===== config.mk =====
export PLATFORM = sky130hd
export DESIGN_NAME = byte_unstriping_sched
export DESIGN_NICKNAME = d
export VERILOG_FILES = /design/src/rtl/byte_unstriping_pkg.sv /design/src/rtl/lane_fifo.sv /design/src/rtl/byte_unstriping_sched.sv
export SDC_FILE = /design/constraint.sdc
export NUM_CORES = 1
export LEC_CHECK = 0
export CAP_MARGIN = 10
export CORE_MARGIN = 3
export CORE_UTILIZATION = 54
export CTS_BUF_LIST = sky130_fd_sc_hd__clkbuf_8
export DETAILED_ROUTE_END_ITERATION = 12
export PLACE_DENSITY = 0.77
export SYNTH_ARGS = -nofsm -noshare
export SYNTH_HDL_FRONTEND = slang
export SYNTH_HIERARCHICAL = 1
export SYNTH_SLANG_ARGS = --single-unit

===== constraint.sdc =====
create_clock -name clk -period 2.8 [get_ports clk]
set_input_delay 0.84 -clock clk [delete_from_list [all_inputs] [get_ports clk]]
set_output_delay 0.84 -clock clk [all_outputs]
set_load 0.005 [all_outputs]

===== src/rtl/byte_unstriping_pkg.sv =====
// Shared types for the two-lane byte un-striping scheduler.
package byte_unstriping_pkg;

  localparam int unsigned DW_DEFAULT = 32;

  typedef enum logic [1:0] {
    ST_IDLE  = 2'd0,
    ST_RD_L0 = 2'd1,
    ST_RD_L1 = 2'd2
  } state_t;

endpackage


===== src/rtl/lane_fifo.sv =====
// Per-lane receive FIFO with a combinational head read and a drop pulse on overflow.
module lane_fifo #(
  parameter int unsigned DW    = 32,
  parameter int unsigned DEPTH = 4
) (
  input  logic                     clk,
  input  logic                     reset,
  input  logic                     push,
  input  logic [DW-1:0]            din,
  input  logic                     pop,
  output logic [DW-1:0]            dout,
  output logic [$clog2(DEPTH):0]   count,
  output logic                     full,
  output logic                     empty,
  output logic                     ovf
);

  localparam int unsigned AW = $clog2(DEPTH);
  localparam int unsigned CW = AW + 1;

  logic [DW-1:0] mem [DEPTH];
  logic [AW-1:0] wr_ptr;
  logic [AW-1:0] rd_ptr;
  logic          do_push;
  logic          do_pop;

  assign full    = (count == CW'(DEPTH));
  assign empty   = (count == '0);
  assign do_pop  = pop & ~empty;
  // A full FIFO still accepts a word when the same edge frees a slot.
  assign do_push = push & (~full | do_pop);
  assign ovf     = push & full & ~do_pop;
  assign dout    = mem[rd_ptr];

  always_ff @(posedge clk) begin
    if (reset) begin
      wr_ptr <= '0;
      rd_ptr <= '0;
      count  <= '0;
    end else begin
      if (do_push) wr_ptr <= wr_ptr + AW'(1);
      if (do_pop)  rd_ptr <= rd_ptr + AW'(1);
      count <= count + CW'(do_push) - CW'(do_pop);
    end
  end

  always_ff @(posedge clk) begin
    if (do_push) mem[wr_ptr] <= din;
  end

endmodule


===== src/rtl/byte_unstriping_sched.sv =====
// Rebuilds the serial word stream from two striped lanes, lane 0 first, with
// skew buffering, stall timeout resync and sticky overflow/timeout flags.
module byte_unstriping_sched
  import byte_unstriping_pkg::*;
#(
  parameter int unsigned DEPTH     = 4,
  parameter int unsigned STALL_MAX = 8,
  parameter int unsigned DW        = DW_DEFAULT
) (
  input  logic          clk,
  input  logic          reset,
  input  logic          valid_0,
  input  logic [DW-1:0] lane_0,
  input  logic          valid_1,
  input  logic [DW-1:0] lane_1,
  output logic [DW-1:0] data_out,
  output logic          valid_out,
  output logic          active,
  output logic          err_overflow,
  output logic          err_timeout
);

  localparam int unsigned CW = $clog2(DEPTH) + 1;
  localparam int unsigned SW = $clog2(STALL_MAX) + 1;

  state_t        state_q, state_d;
  logic [SW-1:0] stall_q, stall_d;
  logic [DW-1:0] data_d;
  logic          valid_d;
  logic          timeout_d;
  logic          pop0, pop1;
  logic          flush;
  logic          fifo_clr;

  logic [DW-1:0] head0, head1;
  logic [CW-1:0] count0, count1;
  logic          full0, full1;
  logic          empty0, empty1;
  logic          ovf0, ovf1;
  logic          full_flags_unused;

  // A timeout flush clears both lanes with the same path as reset.
  assign fifo_clr          = reset | flush;
  assign full_flags_unused = full0 ^ full1;

  lane_fifo #(.DW(DW), .DEPTH(DEPTH)) u_fifo0 (
    .clk   (clk),
    .reset (fifo_clr),
    .push  (valid_0),
    .din   (lane_0),
    .pop   (pop0),
    .dout  (head0),
    .count (count0),
    .full  (full0),
    .empty (empty0),
    .ovf   (ovf0)
  );

  lane_fifo #(.DW(DW), .DEPTH(DEPTH)) u_fifo1 (
    .clk   (clk),
    .reset (fifo_clr),
    .push  (valid_1),
    .din   (lane_1),
    .pop   (pop1),
    .dout  (head1),
    .count (count1),
    .full  (full1),
    .empty (empty1),
    .ovf   (ovf1)
  );

  always_ff @(posedge clk) begin
    if (reset) begin
      state_q      <= ST_IDLE;
      stall_q      <= '0;
      data_out     <= '0;
      valid_out    <= 1'b0;
      active       <= 1'b0;
      err_overflow <= 1'b0;
      err_timeout  <= 1'b0;
    end else begin
      state_q      <= state_d;
      stall_q      <= stall_d;
      data_out     <= data_d;
      valid_out    <= valid_d;
      active       <= (state_d != ST_IDLE);
      err_overflow <= err_overflow | ovf0 | ovf1;
      err_timeout  <= err_timeout | timeout_d;
    end
  end

  always_comb begin
    state_d   = state_q;
    stall_d   = stall_q;
    data_d    = data_out;
    valid_d   = 1'b0;
    timeout_d = 1'b0;
    pop0      = 1'b0;
    pop1      = 1'b0;
    flush     = 1'b0;

    case (state_q)
      // Start a stream only once both lanes hold at least one word.
      ST_IDLE: begin
        stall_d = '0;
        if (count0 != '0 && count1 != '0) begin
          pop0    = 1'b1;
          data_d  = head0;
          valid_d = 1'b1;
          state_d = ST_RD_L1;
        end
      end
      ST_RD_L0: begin
        if (!empty0) begin
          pop0    = 1'b1;
          data_d  = head0;
          valid_d = 1'b1;
          stall_d = '0;
          state_d = ST_RD_L1;
        end else if (stall_q == SW'(STALL_MAX - 1)) begin
          flush     = 1'b1;
          timeout_d = 1'b1;
          stall_d   = '0;
          state_d   = ST_IDLE;
        end else begin
          stall_d = stall_q + SW'(1);
        end
      end
      ST_RD_L1: begin
        if (!empty1) begin
          pop1    = 1'b1;
          data_d  = head1;
          valid_d = 1'b1;
          stall_d = '0;
          state_d = ST_RD_L0;
        end else if (stall_q == SW'(STALL_MAX - 1)) begin
          flush     = 1'b1;
          timeout_d = 1'b1;
          stall_d   = '0;
          state_d   = ST_IDLE;
        end else begin
          stall_d = stall_q + SW'(1);
        end
      end
      default: begin
        stall_d = '0;
        state_d = ST_IDLE;
      end
    endcase
  end

endmodule


==> impl_results.md, run 1 <==
- Setup violators final: 0
- Worst-path cell chain: inv_1 > ha_1 > inv_1 > o32ai_1 > buf_4 > nor4b_4 > nor2b_2 > a21bo_1 > ha_1 > fa_1 > xnor2_1 > xnor2_1 > nor2_1
- Max stage delay cell, worst path: dfxtp_1
- CTS root buffer: clkbuf_8
- Post-DP HPWL: around 15 mm
- Family with the most delay on the worst path: adder cells
- DRC Markers: 0
- Ports: around 100
- GP Congestion: 0.761
- Via density: 5.60
- I/O Buffers: approximately 100
- Worst vdd ir: around 0.42 mV
- Vias in the first global route: just under 7000
- Worst-Skew Late Latency: 0.56 ns
- P_leak: about 5 nW
- Avg WL per Cell: 21.5 um
- CTS clk-pin slew, worst paths: approximately 0.06 ns
- Worst-path fanout max: 5
- Post-Syn Nets: approximately 710
- Fmax: roughly 380 MHz
- Die area: between 20000 and 25000 um2
- FF-to-FF End: u_fifo0/count[2]$_SDFF_PP0_
- First-iteration detailed-routing DRC count: about 350
- Crit path to: u_fifo0/count[2]$_SDFF_PP0_
- Post-DRT Antenna Nets: 0
- # Post-CTS Setup Buffers: 0
- Clock skew: between 0.03 and 0.04 ns
- Inserted Diodes: 0
- Synthesized instance count: approximately 630
- Mapped cell area: 12100 um2
- Max Transition Viols Final: 0
- Worst path required time: roughly 3.2 ns
- Net Sw Frac: 26.9%
- R2R depth: 13
- PwrDens: around 860 nW/um2
- Power share of the combinational group: a little under a quarter
- Buf/Inv on CP: 3
- Post-Place Setup Slack: -0.0349 ns
- Starting density of the core: approximately 55%
- Slew margin rel.: between 50% and 60%
- Synthesis Warnings: 6
- Core area: 22000 um2
- Worst setup margin: approximately 0.16 ns
- Antenna violations before repair: 1
- CP startpoint: state_q[1]$_SDFF_PP0_
- Largest stage delay on the critical path: 0.39 ns
- H-tree Lvls: 2
- R2r startpoint: state_q[1]$_SDFF_PP0_
- FP Rows: 54
- Die Span Y: roughly 160 um
- Area grow syn2layout: 21.8%
- First-pass GRT wire length: approximately 37 mm
- RSZ-0062 raised after global routing: false
- Fin crit share: a little over nine tenths
- Mean post-synth cell area: 19.3 um2
- Arrival @ worst endpoint: 3.05 ns
- Reg2reg setup slack: 0.16 ns
- Outcome: complete, no violations
- Setup TNS Final: 0 ns
- Hold Vio Cnt, Final: 0
- Vias: between 6000 and 7000
- Largest net degree at the start of global routing: 36
- Max_cap viols: 0
- Hold WC Path Type: register to register
- Clk pwr share: between 20 and 30%
- Reg power frac: 47.2%
- Psw: around 3.4 mW
- Actual slew at the worst max-slew pin: between 0.6 and 0.7 ns
- Post-Route WL: 23.7 mm
- Post-route cell area: between 10000 and 15000 um2
- GRT Util Overall: approximately 20%
- Internal power: 9.23 mW
- Post-layout min period: 2.64 ns
- Clock buffer depth: 3
- CTS tree: built
- Layout Nets: ~870
- Setup CP Type: register to register
- Total congestion overflow: 0
- Startpoint types: register
- Die width: 156 um
- Number of detailed-route iterations in the first pass: 4
- Share of cells above drive strength 1: 24.4%
- # clock sinks: ~320
- DP Area: 13800 um2
- Logic depth of the worst path, buffers included: 13
- Crit. End Element: register
- Num CTS Buffers: 48
[layer usage]
layer / part of all wire (%) / global-route usage (%) / wire length, um
met1: 39 / 25.6 / 9330
met2: 51 / 35.0 / 12200
met3: 6.9 / 4.94 / 1630
met4: 2.3 / 6.31 / 545
met5: 0.055 / 0 / 13
[placed cells by master, fill, tap and decap left out, types with 5 or more instances in the layout]
cell,instances
edfxtp_1,256
mux2i_1,34
clkbuf_8,60
ha_1,14
xnor2_1,5
clkdlybuf4s50_1,102
nor2_1,52
clkinv_1,5
nor3_1,7
buf_4,21
mux4_2,64
buf_12,13
clkinv_2,9
and2_2,8
a211oi_1,32
inv_1,25
dfxtp_1,55
dfxtp_2,5
[worst register-to-register path: cells and delay by family (launching register included)]
kind,cells,cell delay [ns]
fa+ha+maj,3,0.82
flops,1,0.39
xor+xnor,2,0.32
compound gates,2,0.26
simple gates,3,0.39
buf+inv,3,0.33
[power by group through the flow]
stage	registers, mW	logic (mW)	clock network [mW]
after floorplan	5.99	1.92	0
after global placement	6.02	2.91	0
after detailed placement	6.06	2.98	0
after CTS	5.97	3.00	3.83
after global routing	6.02	3.24	4.07
final	5.97	2.94	3.73
[registers in the layout (all words and copies together) (netlist names), 2 cells and up, named ones only]
signal,count
u_fifo0/mem,128
u_fifo1/mem,128
data_out,32
stall_q,4
u_fifo0/count,3
u_fifo1/count,3
state_q,2
u_fifo0/rd_ptr,2
u_fifo0/wr_ptr,2
u_fifo1/rd_ptr,2
u_fifo1/wr_ptr,2
[metrics by stage]
stage | hold slack, ns | cells | total power, mW | util, %
3_5_place_dp | 0.444 | 1014 | 9.04 | 62.7
4_1_cts | 0.458 | 1104 | 12.8 | 67.2
5_1_grt | 0.477 | 1104 | 13.3 | 67.2
3_3_place_gp | 0.424 | 1014 | 8.93 | 62.7
2_1_floorplan | 0.418 | 628 | 7.92 | -
6_report | 0.457 | 1104 | 12.6 | 67.2
[layout make-up]
| type | count | area (um2) |
|---|---|---|
| clock buffer | 60 | 826 |
| clock inverter | 30 | 165 |
| fill | 1409 | 7200 |
| inverter | 12 | 45.0 |
| multi-input combinational | 269 | 3040 |
| sequential | 316 | 8890 |
| tap | 280 | 350 |
| timing repair buffer | 137 | 1440 |
[how the worst min path moves through the flow]
stage	startpoint	end	slack, ns	cells after the start
after floorplan	stall_q[0]$_SDFF_PP0_	stall_q[0]$_SDFF_PP0_	0.42	1
after global placement	stall_q[0]$_SDFF_PP0_	stall_q[0]$_SDFF_PP0_	0.42	1
after detailed placement	stall_q[0]$_SDFF_PP0_	stall_q[0]$_SDFF_PP0_	0.44	1
after CTS	stall_q[0]$_SDFF_PP0_	stall_q[0]$_SDFF_PP0_	0.46	1
after global routing	stall_q[0]$_SDFF_PP0_	stall_q[0]$_SDFF_PP0_	0.48	1
final	stall_q[0]$_SDFF_PP0_	stall_q[0]$_SDFF_PP0_	0.46	1
[what timing repair did]
action	4_1_cts	5_1_grt
hold buffers	0	0
endpoints found under the hold margin	0	0
setup endpoints to repair	0	3
gates resized for setup	0	3
(Power assumes the default switching activity.)
==> run 2, diff against run 1 <==
--- a/config.mk
+++ b/config.mk
@@ -7,9 +7,10 @@
 export LEC_CHECK = 0
 export CAP_MARGIN = 10
 export CORE_MARGIN = 3
-export CORE_UTILIZATION = 54
+export CORE_UTILIZATION = 59
 export CTS_BUF_LIST = sky130_fd_sc_hd__clkbuf_8
 export DETAILED_ROUTE_END_ITERATION = 12
+export DONT_BUFFER_PORTS = 1
 export PLACE_DENSITY = 0.77
 export SYNTH_ARGS = -nofsm -noshare
 export SYNTH_HDL_FRONTEND = slang
==> run 2 against run 1 <==
  * Die area down 8.2%
  * Sequential power up 2%
  * Critical path depth unchanged
  * Worst setup slack worse by 0.043 ns
  * First-iteration DRC count up 21%
  * Utilization up 0.39 points
  * Combinational power down 17%
  * Fmax down 1.6%
  * Non-clock buffer count down 114
  * Clock power down 9.9%
  * Largest cell class unchanged
  * Largest power group unchanged
==> impl_results.md, run 2 (synthesized netlist as in run 1, its figures left out) <==
- Die Span Y: around 150 um
- Num CTS Buffers: a little under 50
- GRT Util Overall: a little over a fifth
- PwrDens: 884 nW/um2
- Max_cap viols: 0
- Via density: around 6
- Actual slew at the worst max-slew pin: 1.02 ns
- Most common cell after layout, fill and taps aside: edfxtp_1
- P_leak: roughly 4.4 nW
- Post-CTS sizing: 1
- Ports: 104
- Worst path required time: roughly 3.2 ns
- Setup TNS Final: 0 ns
- Largest net degree at the start of global routing: 45
- Reg2reg setup slack: about 0.12 ns
- Post-layout min period: ~2.7 ns
- Most frequent cells in the layout: edfxtp_1, mux4_2, dfxtp_1
- Post-DRT Antenna Nets: 0
- DRC Markers: 0
- Worst-Skew Late Latency: between 0.5 and 0.6 ns
- Starting density of the core: around three fifths
- Worst vdd ir: 0.572 mV
- CTS tree: built
- Crit. End Element: register
- Fin crit share: between 90% and 100%
- Arrival @ worst endpoint: 3.09 ns
- # Post-CTS Setup Buffers: 0
- Die width: 149 um
- Slew margin rel.: between 30 and 40%
- Outcome: complete, no violations
- # clock sinks: ~320
- Total congestion overflow: 0
- H-tree Lvls: 2
- FP Rows: 51
- Post-route cell area: approximately 13000 um2
- Setup CP Type: register to register
- Placed cell count: between 800 and 900
- I/O Buffers: 0
- Worst-path fanout max: 5
- DP Area: between 10000 and 15000 um2
- Hold WC Path Type: input pin to register
- RSZ-0062 raised after global routing: false
- GP Congestion: 0.727
- Setup violators final: 0
- Post-DP HPWL: 14.3 mm
- Avg WL per Cell: between 20 and 25 um
- First-pass GRT wire length: 36.5 mm
- Clock skew: around 0.027 ns
- Number of detailed-route iterations in the first pass: 4
- Area grow syn2layout: 10.7%
- First-iteration detailed-routing DRC count: around 420
- Die area: about 22000 um2
- CTS clk-pin slew, worst paths: around 0.06 ns
- Vias: a little under 6000
- Regs by FF count: u_fifo0/mem: 128 flops, u_fifo1/mem: 128 flops, data_out: 32 flops
- Startpoint types: register
- Worst Hold Depth: 1
- Share of cells above drive strength 1: about a quarter
- Final cell count without fillers: between 900 and 1000
- Hold_buf cts: 0
- Post-Route WL: between 20 and 25 mm
- R2R depth: 13
- Core area: approximately 20000 um2
- Max Transition Viols Final: 0
- Inserted Diodes: 0
- CTS root buffer: clkbuf_8
- Fmax: approximately 370 MHz
- Antenna violations before repair: 0
- Hold Vio Cnt, Final: 0
- Vias in the first global route: approximately 6400
- Clock buffer depth: 3
- Layout Nets: 756
run 2: changes by cell type in the layout (fill, tap and decap cells not counted), sizes merged:
| cell | change |
|---|---|
| clkdlybuf4s50 | -102 |
| buf | -12 |
| clkbuf | -8 |
| inv | +7 |
| bufinv | -1 |
| clkinv | -1 |
run 2: area by class of cell:
cell class                 count  area, um2
multi-input combinational    269       3040
fill                        1278       6430
sequential                   316       8900
inverter                      12       45.0
timing repair buffer          23        235
clock buffer                  52        716
tap                          265        332
clock inverter                35        150
run 2: stage by stage:
stage	power, mW	hold slack (ns)	setup slack, ns	util (%)
final	11.9	0.356	0.122	67.6
after global routing	12.5	0.316	0.00223	67.6
after CTS	12.0	0.315	0.0658	67.5
after detailed placement	8.61	0.463	0.0485	63.2
after global placement	8.47	0.428	0.173	63.2
after floorplan	7.92	0.418	0.0124	-
run 2: final timing paths:
kind	endpoint	startpoint
hold reg to reg	stall_q[0]$_SDFF_PP0_	stall_q[0]$_SDFF_PP0_
setup / recovery	u_fifo0/count[2]$_SDFF_PP0_	state_q[1]$_SDFF_PP0_
hold / removal	data_out[10]$_SDFFE_PP0P_	reset
setup reg to reg	u_fifo0/count[2]$_SDFF_PP0_	state_q[1]$_SDFF_PP0_
run 2: where the power goes:
group / total, mW / switching [mW] / internal, mW / leakage (nW)
Combinational: 2.43 / 1.29 / 1.14 / 1.00
Clock: 3.36 / 1.65 / 1.71 / 0.518
Sequential: 6.08 / 0.353 / 5.73 / 2.84
run 2: critical path, cell delays in order, from the launching register on:
cell and delay (ns):
dfxtp_2 0.37, inv_1 0.08, ha_1 0.25, inv_1 0.08, o32ai_1 0.06, buf_4 0.17, nor4b_4 0.24, nor2b_2 0.08
a21bo_1 0.21, ha_1 0.21, fa_1 0.39, xnor2_1 0.22, xnor2_1 0.14, nor2_1 0.05
run 2: per-layer routing:
layer,global-route usage (%),vias to the layer above,wire [um]
met5,0,-,0
met4,5.90,0,371
met2,36.0,200,11700
li1,-,2598,-
met1,27.5,3004,8940
met3,7.11,27,1940
==> run 3, diff against run 2 <==
--- a/config.mk
+++ b/config.mk
@@ -5,14 +5,15 @@
 export SDC_FILE = /design/constraint.sdc
 export NUM_CORES = 1
 export LEC_CHECK = 0
+export ABC_AREA = 1
 export CAP_MARGIN = 10
 export CORE_MARGIN = 3
 export CORE_UTILIZATION = 59
 export CTS_BUF_LIST = sky130_fd_sc_hd__clkbuf_8
 export DETAILED_ROUTE_END_ITERATION = 12
 export DONT_BUFFER_PORTS = 1
+export GPL_TIMING_DRIVEN = 0
 export PLACE_DENSITY = 0.77
 export SYNTH_ARGS = -nofsm -noshare
 export SYNTH_HDL_FRONTEND = slang
-export SYNTH_HIERARCHICAL = 1
 export SYNTH_SLANG_ARGS = --single-unit
==> run 3 against run 2 <==
  * Cell area rose by 11%
  * Largest power group unchanged
  * Highest routed layer unchanged
  * Utilization fell by 0.059 points
  * Wire length rose by 30%
  * Combinational power rose by 58%
  * Worst setup slack improved by 0.059 ns
==> impl_results.md, run 3 <==
- Starting density of the core: about three fifths
- Post-layout min period: about 2.6 ns
- Simple-gate portion of the synthesized area: between 20% and 30%
- Fillers: 1649
- Area grow syn2layout: 11.6%
- Fmax: roughly 380 MHz
- Synthesis Warnings: 0
- Total congestion overflow: 0
- Worst-path cell chain: inv_1 > ha_1 > nand2_1 > nand2_1 > nand2_1 > inv_1 > ha_1 > inv_1 > ha_1 > inv_1 > fa_1 > or2_2 > a21oi_1
- Die area: 24400 um2
- FF-to-FF End: u_fifo0.count[2]$_SDFF_PP0_
- Reg2reg setup slack: about 0.18 ns
- GRT Util Overall: between 20% and 30%
- DRC Markers: 0
- Worst path required time: about 3.3 ns
- Top_reg_cell synth: edfxtp_1
- Post-Place Setup Slack: -0.114 ns
- Top-area cell type share of the netlist area: between 50% and 60%
- Regs by FF count: u_fifo0.mem: 128 flops, u_fifo1.mem: 128 flops, data_out: 32 flops
- PwrDens: slightly above 900 nW/um2
- Hold WC Path Type: input pin to register
- Crit path to: u_fifo0.count[2]$_SDFF_PP0_
- Most frequent cells in the layout: nand2_1, edfxtp_1, inv_1
- Mean post-synth cell area: about 10 um2
- Synth area leader: edfxtp_1
- Crit. End Element: register
- Inserted Diodes: 0
- # Post-CTS Setup Buffers: 0
- R2R depth: 13
- Most common cell after layout, fill and taps aside: nand2_1
- Worst setup margin: ~0.18 ns
- Largest net degree at the start of global routing: 30
- Vias: 9043
- Adder-cell share of the synthesized area: 1.99%
- Max Transition Viols Final: 0
- Worst-path fanout max: 6
- H-tree Lvls: 2
- FP Rows: 54
- Ports: roughly 100
- Num CTS Buffers: 50
- Setup CP Type: register to register
- Post-DRT Antenna Nets: 0
- GP Congestion: 0.890
- RSZ-0062 raised after global routing: false
- Via density: 5.25
- Layout Nets: 1488
- Register area share after synthesis: between 60% and 70%
- Vias in the first global route: around 8900
- Synth Area in Compound Gates: less than 1%
- Die Span Y: 156 um
- Clock buffer depth: 3
- Core area: between 20000 and 25000 um2
- R2r startpoint: state_q[0]$_SDFF_PP0_
- # clock sinks: 316
- WHS: 0.343 ns
- Max stage delay cell, worst path: dfxtp_2
- Worst-Skew Late Latency: 0.56 ns
- Die width: around 160 um
- Distinct cells, synth: 31
- First-pass GRT wire length: 45.9 mm
- Synthesized instance count: 1340
- Mapped cell area: between 10000 and 15000 um2
- CP startpoint: state_q[0]$_SDFF_PP0_
- Startpoint types: register
- Asr flop ratio synth: 0%
- Number of detailed-route iterations in the first pass: 5
- First-iteration detailed-routing DRC count: 858
- Fin crit share: between 90% and 100%
- Setup violators final: 0
- CTS tree: built
- P_leak: roughly 6.4 nW
- Post-Synth XOR/XNOR Area: 0.328%
- Top cells by count, synth: nand2_1, edfxtp_1, inv_1
- Avg WL per Cell: about 17 um
- Synth top area cells: edfxtp_1, nand2_1, dfxtp_1
- Post-Syn Nets: between 1000 and 1500
- Arrival @ worst endpoint: 3.11 ns
- Clock skew: between 0.02 and 0.025 ns
- Top-count cell post-synth: nand2_1
- Worst vdd ir: slightly below 0.6 mV
- Yosys reg bits: between 300 and 400
- Largest family of logic cells by synthesized area: simple AND/OR/NAND/NOR gates
- Hold Vio Cnt, Final: 0
- Post-synth EDFFs: approximately 260
- Max_cap viols: 0
- Post-synthesis mux area share: 0%
- Share of cells above drive strength 1: a little under a tenth
- Slew margin rel.: just under 60%
- CTS clk-pin slew, worst paths: about 0.06 ns
- Post-Route WL: between 20 and 30 mm
- Outcome: complete, no violations
- I/O Buffers: 0
- Largest stage delay on the critical path: roughly 0.39 ns
- Antenna violations before repair: 0
- Post-DP HPWL: between 15 and 20 mm
- CTS root buffer: clkbuf_8
- Actual slew at the worst max-slew pin: approximately 0.61 ns
- Most frequent CP cell: inv_1
[run 3: cell types whose count changed in the layout (fill, tap and decap cells not counted), sizes merged, moves of 25 or more]
cell,before,now
a211oi,32,1
buf,23,48
inv,34,194
mux2i,34,0
mux4,64,0
nand2,0,450
nand3,1,142
nor2,52,157
[run 3: where the power goes]
part / total [mW] / internal [mW] / switching [mW]
clock: 3.62 / 1.88 / 1.74
sequential: 6.02 / 5.72 / 0.304
combinational: 3.84 / 1.28 / 2.56
[run 3: timing repair]
action	CTS	global route
pin swaps	0	1
cloned	0	0
gates resized for setup	1	4
hold buffers	0	0
endpoints found under the setup margin	1	2
[run 3: worst min path at each step]
stage,from,cells after the start,slack [ns],to
after global placement,stall_q[0]$_SDFF_PP0_,1,0.44,stall_q[0]$_SDFF_PP0_
after floorplan,stall_q[0]$_SDFF_PP0_,1,0.42,stall_q[0]$_SDFF_PP0_
after CTS,reset,1,0.31,err_timeout$_SDFF_PP0_
final,reset,1,0.34,err_overflow$_SDFF_PP0_
after detailed placement,stall_q[0]$_SDFF_PP0_,1,0.46,stall_q[0]$_SDFF_PP0_
after global routing,reset,1,0.32,err_timeout$_SDFF_PP0_
[run 3: final cells by class]
type                    count  area [um2]  area share, %
plain buffers              58         324           2.18
inverters                 173         649           4.36
clock buffers              58         798           5.37
flip-flops and latches    316        8890           59.8
multi-input cells         793        3550           23.8
clock inverters            35         144          0.967
repair buffers              8         175           1.18
well taps                 280         350           2.35
[run 3: routing by layer]
| metal | global-route usage [%] | vias to the layer above | part of all wire, % |
|---|---|---|---|
| li1 | - | 4406 | - |
| met1 | 30.2 | 4241 | 39 |
| met2 | 40.7 | 336 | 49 |
| met3 | 6.78 | 60 | 9.2 |
| met4 | 8.96 | 0 | 2.6 |
| met5 | 0 | - | 0 |
[run 3: critical path, delay by kind of cell, from the launching register on]
family,cells,cell delay [ns]
fa+ha+maj,4,1.05
simple gates,4,0.66
flops,1,0.39
buf+inv,4,0.33
compound gates,1,0.13
[run 3: through the flow]
stage	instances	utilization [%]	power, mW	TNS (ns)	instance area [um2]
3_3_place_gp	1620	62.1	9.70	-295.69	13700
6_report	1721	67.5	13.5	0	14900
3_5_place_dp	1628	63.2	9.91	-0.114	13900
2_1_floorplan	1340	-	8.75	-1.37	13300
4_1_cts	1721	67.5	13.5	0	14900
5_1_grt	1721	67.5	14.3	0	14900
[run 3: cell families (layout without fill, tap and decap cells)]
| group | Yosys count | after routing |
|---|---|---|
| XOR/XNOR | 5 | 5 |
| AO/OA/AOI/OAI | 12 | 12 |
| AND/OR/NAND/NOR | 756 | 756 |
| flip-flops | 316 | 316 |
| buffers and inverters | 231 | 332 |
| adder cells (fa/ha/maj) | 20 | 20 |
==> edit: new RTL, config.mk and constraints of run 3 <==
Set the parameter `STALL_MAX` to 16 (it was 8).
--- a/src/rtl/byte_unstriping_sched.sv
+++ b/src/rtl/byte_unstriping_sched.sv
@@ -4,7 +4,7 @@
   import byte_unstriping_pkg::*;
 #(
   parameter int unsigned DEPTH     = 4,
-  parameter int unsigned STALL_MAX = 8,
+  parameter int unsigned STALL_MAX = 16,
   parameter int unsigned DW        = DW_DEFAULT
 ) (
   input  logic          clk,
Formal check against the unedited RTL: no difference found for any inputs over 4 cycles, from zero or initial values and one cycle with reset high; that may be too few to reach the edited logic, so the function may still have changed.
==> edit against run 3 <==
  * Wire length decreased by 3.6%
  * Die area increased by 0.25%
  * Fmax increased by 0.69%
  * Final area about the same
  * Worst setup slack improved by 0.018 ns
  * Area after synthesis increased by 0.26%
  * Sequential cell count increased by 1
  * Worst hold slack improved by 0.015 ns
  * Clock skew increased by 0.0043 ns
  * Synthesized cell count increased by 0.30%
  * Total power increased by 5.5%
  * Global-route usage decreased by 0.62 points
==> edit: results (changes against run 3) <==
stage,metric,value,unit,change
status,status,completed,,
synthesis,syn nets,1432,,+0.28%
synthesis,sequential share of the synthesized area,66.6,%,about the same
global_route,GRT Overall Usage,23.6,%,-0.62 points
timing,Slew Limit Fails,0,,unchanged
timing,clock skew,0.0248,ns,+0.00432 ns
global_route,largest net degree at the start of global routing,29,,-3.3%
setup_path,Worst Path Arrival,3.05,ns,-0.06 ns
route,iteration count of the initial detailed-routing pass,5,,unchanged
timing,Slew HR,60.0,%,+0.64 points
synthesis,YS warnings,0,,unchanged
power_and_ir_drop,switching power,5110,µW,+11%
route,Routed WL per cell,16.7,µm,-3.6%
synthesis,Async SR Flop Fraction,0,%,unchanged
synthesis,Adder-Cell Fraction of Synth Area,1.98,%,-0.0052 points
place,PortBufs,0,,unchanged
synthesis,Synth area leader,edfxtp_1,,
synthesis,Synth area leaders,"edfxtp_1 57%, nand2_1 12%, dfxtp_1 9.1%",,
global_route,vias in the first global route,8633,,-3.0%
place,Setup WS pre-CTS,-0.112,ns,+0.00222 ns
route,vias per cell,5.08,,-3.3%
route,initial drt markers,792,,-7.7%
place,HPWL after DPL,19.2,mm,-1.6%
setup_path,Crit Path Max Fanout,7,,+1
place,Final GP Congestion,0.877,,-1.4%
place,Post-DP Area,13900,µm²,+0.14%
cts,H-tree levels,2,,unchanged
global_route,initial antenna violation count,0,,unchanged
layout,share of cells above drive strength 1,8.95,%,-0.49 points
synthesis,complex-gate fraction of the synthesized area,0.627,%,+0.12 points
synthesis,post-synthesis mux area share,0,%,unchanged
synthesis,commonest cells in the netlist,"444 x nand2_1, 256 x edfxtp_1, 172 x inv_1",,
cts,CTS Buffer Depth,3,,unchanged
synthesis,Synth Area in XOR/XNOR,0.590,%,+0.26 points
flow_run,MaxCap Viol Count,0,,unchanged
layout,FILL cells,1628,,-1.3%
synthesis,Yosys cell types,31,,unchanged
layout,Nets,1492,,+0.27%
power_and_ir_drop,"IR drop worst, VDD",626,µV,+8.6%
global_route,first-pass GRT wire length,44.5,mm,-3.1%
cts,CTS Buf Count,50,,unchanged
power_and_ir_drop,Static Leak,0.00641,µW,+0.45%
layout,n_diodes,0,,unchanged
[edit: cell count changes in the layout (fill, tap and decap cells not counted), moves of 3 or more]
cell	delta
nor2_1	+4
nor3b_1	-3
nand3_1	-3
clkbuf_8	-7
dfxtp_1	+3
clkinv_2	+3
xor2_1	+3
[edit: final timing paths]
check / start / cells past startpoint / end / slack, ns
max: state_q[0] / 13 / u_fifo0.count[2] / 0.20
min: reset / 1 / err_timeout / 0.36
max reg2reg: state_q[0] / 13 / u_fifo0.count[2] / 0.20
min reg2reg: stall_q[0] / 1 / stall_q[0] / 0.46
[edit: cell type report]
cell class                 count  share of cell area (%)
buffer                        58                    2.06
clock buffer                  51                    4.72
clock inverter                38                    1.39
inverter                     176                    4.46
multi-input combinational    793                    24.0
sequential                   317                    59.9
tap                          280                    2.36
timing repair buffer           8                    1.08
[edit: critical path: stages (launching register included)]
cell	delay, ns
dfxtp_1	0.39
inv_1	0.11
ha_1	0.25
nand2_1	0.10
nand2_1	0.06
nand2_1	0.22
inv_1	0.08
ha_1	0.27
inv_1	0.04
ha_1	0.18
fa_1	0.38
xnor2_1	0.20
xor2_1	0.16
nor2_1	0.06
[edit: what timing repair did]
action	in CTS	in global routing
gates resized for setup	1	3
pin swaps	0	1
endpoints found under the setup margin	1	1
[edit: power by group through the flow]
stage / clock, µW / combinational (µW) / sequential, µW
after CTS: 3630 / 4630 / 6040
after global routing: 3840 / 5250 / 6100
after global placement: 0 / 4360 / 6150
final: 3560 / 4620 / 6050
after floorplan: 0 / 3300 / 6060
after detailed placement: 0 / 4600 / 6140
[edit: logic make-up after synthesis]
kind of cell,Yosys count
compound gates,13
xor+xnor,9
fa+ha+maj,20
buf+inv,234
flops,317
simple gates,751
[edit: per-layer routing]
metal	track usage [%]	wire length, µm
met1	29.5	11500
met2	39.4	13900
met3	6.33	2370
met4	9.42	956
met5	0	0
[edit: through the flow]
step	std cells	utilization [%]	TNS [ns]
after global routing	1721	67.5	0
after detailed placement	1632	63.3	-0.112
after floorplan	1344	-	-3.77
after global placement	1624	62.3	-283.04
after CTS	1721	67.4	0
final	1721	67.5	0
